==> src/rtl/clock_pkg.sv <==
// Shared timing constants and the width helper for the square-wave generator.
package clock_pkg;

  localparam int HALF_PERIOD_DEF = 12;
  localparam int CNT_W_DEF       = 16;

  // Width of a counter that holds 0 .. hp-1. It is never narrower than one bit.
  function automatic int tcnt_width(input int hp);
    return (hp <= 1) ? 1 : $clog2(hp);
  endfunction

endpackage

==> src/rtl/clock_gen.sv <==
// Divided 50% square-wave clock, with one-tick rise/fall strobes and a wrapping
// count of generated rising edges. All outputs come straight from flops.
module clock_gen
  import clock_pkg::*;
#(
  parameter int HALF_PERIOD = HALF_PERIOD_DEF,
  parameter int CNT_W       = CNT_W_DEF
) (
  input  logic             clock,
  input  logic             reset,
  input  logic             enable,
  output logic             clk_out,
  output logic             rise,
  output logic             fall,
  output logic [CNT_W-1:0] cycles
);

  localparam int TW = tcnt_width(HALF_PERIOD);
  localparam logic [TW-1:0] TC = TW'(HALF_PERIOD - 1);

  logic [TW-1:0] tcnt;

  // Tick counter, output phase, strobes and edge count advance together.
  // Each strobe is decided from the current phase, so it appears in the same
  // tick as the clk_out change it reports. A reset clears everything and so
  // produces no strobe.
  always_ff @(posedge clock) begin
    if (reset) begin
      tcnt    <= '0;
      clk_out <= 1'b0;
      rise    <= 1'b0;
      fall    <= 1'b0;
      cycles  <= '0;
    end else begin
      rise <= 1'b0;
      fall <= 1'b0;
      if (enable) begin
        if (tcnt == TC) begin
          tcnt    <= '0;
          clk_out <= ~clk_out;
          if (!clk_out) begin
            rise   <= 1'b1;
            cycles <= cycles + CNT_W'(1);
          end else begin
            fall   <= 1'b1;
          end
        end else begin
          tcnt <= tcnt + TW'(1);
        end
      end
    end
  end

endmodule

==> config.mk <==
export PLATFORM = sky130hd
export DESIGN_NAME = clock_gen
export DESIGN_NICKNAME = d
export VERILOG_FILES = /design/src/rtl/clock_pkg.sv /design/src/rtl/clock_gen.sv
export SDC_FILE = /design/constraint.sdc
export NUM_CORES = 1
export LEC_CHECK = 0
export CAP_MARGIN = 20
export CELL_PAD_IN_SITES_DETAIL_PLACEMENT = 1
export CELL_PAD_IN_SITES_GLOBAL_PLACEMENT = 1
export CORE_MARGIN = 2
export CORE_UTILIZATION = 41
export CTS_BUF_LIST = sky130_fd_sc_hd__clkbuf_2
export CTS_CLUSTER_SIZE = 8
export DETAILED_ROUTE_END_ITERATION = 10
export PLACE_DENSITY = 0.93
export SLEW_MARGIN = 20
export SYNTH_ARGS = -nofsm -noshare
export SYNTH_HDL_FRONTEND = slang
export SYNTH_SLANG_ARGS = --single-unit
==> constraint.sdc <==
create_clock -name clock -period 5.53 [get_ports clock]
set_input_delay 0.553 -clock clock [delete_from_list [all_inputs] [get_ports clock]]
set_output_delay 0.553 -clock clock [all_outputs]
set_load 0.02 [all_outputs]
Word level (Yosys, flattened, before mapping):

Index checks and enable logic that the tools add are counted.

* register bits after elaboration: 23
* input port bits: 3
* output and inout bits: 19
* word-level logic and storage cells: 17

* add/sub/neg operators: 2
* equality and inequality tests: 1
* mux-type cells: 3
* bitwise gates (word level): 3
* reductions and logical operators: 3

Operators with widths (count)
* 16-bit by 1-bit adder with 16-bit output, second input constant: 1
* 4-bit by 1-bit adder with 4-bit output, second input constant: 1
* 4-bit equality test, second input constant: 1
* 4-bit 2-to-1 mux: 1
* 1-bit inverter: 3
* 3-bit AND reduction: 1
* 3-bit OR reduction: 1
* 1-bit 2-to-1 mux: 2
* 2-bit AND reduction: 1

Longest topological paths before layout:

* depth in word-level cells: 3
* mapped depth: 6
* mapped depth without buffers: 5

Worst setup path after synthesis:

OpenSTA, ideal clock, no wires.

* kind: reg-to-reg
* from: register clk_out
* to: register cycles[11]
* library setup time: 0.071 ns
* arrival: 1.761 ns
* required time: 5.459 ns
* setup slack: 3.698 ns
* cell stages (with the launch flop): 6
* path buffers: 1
* period minus slack after synthesis: 1.832 ns
* cells stage by stage: dfxtp_1 clkbuf_2 nand3b_1 or4_4 or3_1 a21oi_1

* word-level cells in the longest chain between the ends: 2

RTL lines
* start, declared: RTL line clock_gen.sv:12 `output logic clk_out,`
* start signal, assigned: RTL line clock_gen.sv:40 `clk_out <= ~clk_out;`
* 1-bit inverter (no source line)
* 3-bit AND reduction (no source line)
* end signal, assigned: RTL line clock_gen.sv:43 `cycles <= cycles + CNT_W'(1);`
* end, declared: RTL line clock_gen.sv:15 `output logic [CNT_W-1:0] cycles`

Every way passes these cells.
A chain may end at the register's enable or synchronous reset.

Worst setup path in the final report:

* from: input port enable
* to: register cycles[11]

* word-level cells in the longest chain between the ends: 1

RTL lines
* start, declared: RTL line clock_gen.sv:11 `input logic enable,`
* 3-bit AND reduction (no source line)

Every way passes these cells.

==> flow_summary.yaml <==
status:
  status: "finished clean"
synth:
  netlist_area_um2: 1030
  synth_seq_cells: 23
  synth_area_per_cell_um2: 8.95
  ys_warn_count: 0
  synth-edff-count: 0
  synthArstFlopShare: 0
  synthFlopType: "dfxtp_1"
  netlist_instances: 115
  syn_nets: 120
  yosysSeqAreaShare: 0.447
  yosys.cell_types.count: 30
final_layout:
  fin_nets: 142
  final_area_um2: 1280
  drive_above_1_share: 0.0588
  area_growth_pct: 24.4
  antenna-diode-count: 0
  fillers: 289
  layout.cells.non_filler: 166
  final_common_cell: "dfxtp_1"
  multi_input_area_um2: 542
  final_cell_mix: "dfxtp_1 (23), clkdlybuf4s50_1 (21), nor2_1 (18)"
  seqCellArea_um2: 460
critical_path:
  crit_path_end_kind: "flip-flop"
  reg2reg_from: "tcnt[0]$_SDFFE_PP0P_"
  arrival_ns: 2.66
  worstPathRequired_ns: 5.83
  crit_buf_inv: 1
  worstSetupPathType: "input port to flip-flop"
  cp_max_fo: 16
  critPathSlowestCell: "clkdlybuf4s50_1"
  critPathLaunchType: "input port"
  path_cells: "clkdlybuf4s50_1, nand4b_4, or4_4, or3_1, a21oi_1"
  path_delay_family: "simple AND/OR/NAND/NOR gates"
  crit_start: "enable"
  critPathMaxStageDelay_ns: 0.64
pwr:
  powerDensity_nw_per_um2: 192
  vdd.ir_drop.worst_uv: 115
  p_leak_nw: 0.423
  power_mw: 0.246
grt:
  grt_max_degree: 25
  grt_usage: 0.193
  grt-ovfl-total: 0
  grt_pass1_vias: 918
  antenna_found_initial: 0
  grt_pass1_wl_um: 4090
detailed_routing:
  wl_met3_um: 108
  ant_nets: 0
  drt-wirelength-per-cell_um: 14.8
  drt_iter0_drc: 22
  routed_wl_um: 2460
  drt_pass1_iterations: 6
  m1WireLength_um: 1040
  routed.top_layer: "met4"
  wl_met2_um: 1300
  viasPerCell: 5.49
  dr_total_vias: 911
  detail_route.drc_violations: 0
timing:
  maxSlewHeadroom: 0.460
  rsz0062_at_grt: "no"
  finalSetupTns_ns: 0
  drv_slew: 0
  finalSetupViolations: 0
  hold_violations: 0
  fmax_mhz: 424
  clock_skew_ns: 0.0375
  holdWs_ns: 0.536
  period_share: 0.427
  layout_min_cycle_time_ns: 2.36
  tightest_slew_ns: 0.808
die:
  row_count: 18
  die_w_um: 54.1
  core_area_um2: 2430
  start_util: 0.423
  dieArea_um2: 2930
  die_h_um: 54.1
  io_pins: 22
cts:
  cts_root_buf: "clkbuf_2"
  path_clk_slew_ns: 0.24
  h-tree-depth: 1
  cts_tree: "yes"
  cts_setup_buffers: 0
  clock_latency_ns: 0.36
  ctsResizeCount: 0
  cts_made_buffers: 3
  clockBufferDepth: 2
  clock-sinks: 23
  cts_hold_repair.buffers: 0
min_path:
  hold_path.class: "flip-flop to flip-flop"
  min_from: "tcnt[2]$_SDFFE_PP0P_"
place:
  dp_hpwl_um: 1850
  dp.cells: 162
  globalplace.congestion: 0.731
  io_buffers: 21
  place_area_um2: 1260
run:
  maxCapViolCount: 0
cells in the mapped netlist, types with 3 or more instances:
master     n  area, µm²
nor2_1    18       67.6
nand2_1    8       30.0
o21ai_0    7       35.0
xnor2_1   10       87.6
inv_1      3       11.3
nor4_1     3       18.8
nand4_1    3       18.8
or3_1      4       25.0
clkbuf_1   3       11.3
nor3_1     4       20.0
dfxtp_1   23        460
a21oi_1    6       30.0
worst reg2reg max path, cell delays in order, from the launching register on:
cell and delay, ns:
dfxtp_1 0.44, ha_1 0.29, nand4b_4 0.27, or4_4 0.64, or3_1 0.38, a21oi_1 0.17
worst paths after layout:
check        cells past startpoint                 endpoint  slack (ns)
min reg2reg                      2     tcnt[3]$_SDFFE_PP0P_        0.54
max reg2reg                      5  cycles[11]$_SDFFE_PP0P_        3.28
max                              5  cycles[11]$_SDFFE_PP0P_        3.17
min                              2     tcnt[3]$_SDFFE_PP0P_        0.54
registers in the layout, indices dropped and copies added (netlist names):
name	cells
tcnt	4
fall	1
cycles	16
clk_out	1
rise	1
per-layer routing:
layer | track usage | up-vias
met1 | 0.224 | 439
li1 | - | 446
met5 | 0 | -
met4 | 0.0500 | 0
met3 | 0.0306 | 2
met2 | 0.364 | 24
power breakdown:
group | total, mW | internal [mW] | leakage, nW | switching [mW]
Clock | 0.0692 | 0.0164 | 0.0164 | 0.0528
Sequential | 0.169 | 0.167 | 0.186 | 0.00128
Combinational | 0.00858 | 0.00349 | 0.221 | 0.00508
final cells by class:
class / count / share of cell area
Inverter: 3 / 0.00879
Sequential cell: 23 / 0.359
Multi-Input combinational cell: 85 / 0.423
Tap cell: 30 / 0.0293
Clock inverter: 1 / 0.00391
Clock buffer: 3 / 0.0117
Timing Repair Buffer: 21 / 0.164
cells by family (layout without fill, tap and decap cells):
logic type	after synthesis	count (layout)	synth area share
AO/OA/AOI/OAI	15	15	0.0778
AND/OR/NAND/NOR	53	53	0.289
flip-flops	23	23	0.447
adder cells (fa/ha/maj)	2	2	0.0243
multiplexers	4	4	0.0413
XOR/XNOR	11	11	0.0936
buffers and inverters	7	28	0.0267
per-stage QoR:
stage	util	worst slack, ns
after CTS	0.527	3.16
after detailed placement	0.519	2.77
final	0.527	3.17
after floorplan	-	3.70
after global placement	0.519	2.91
after global routing	0.527	3.07
(Power assumes the default switching activity.)
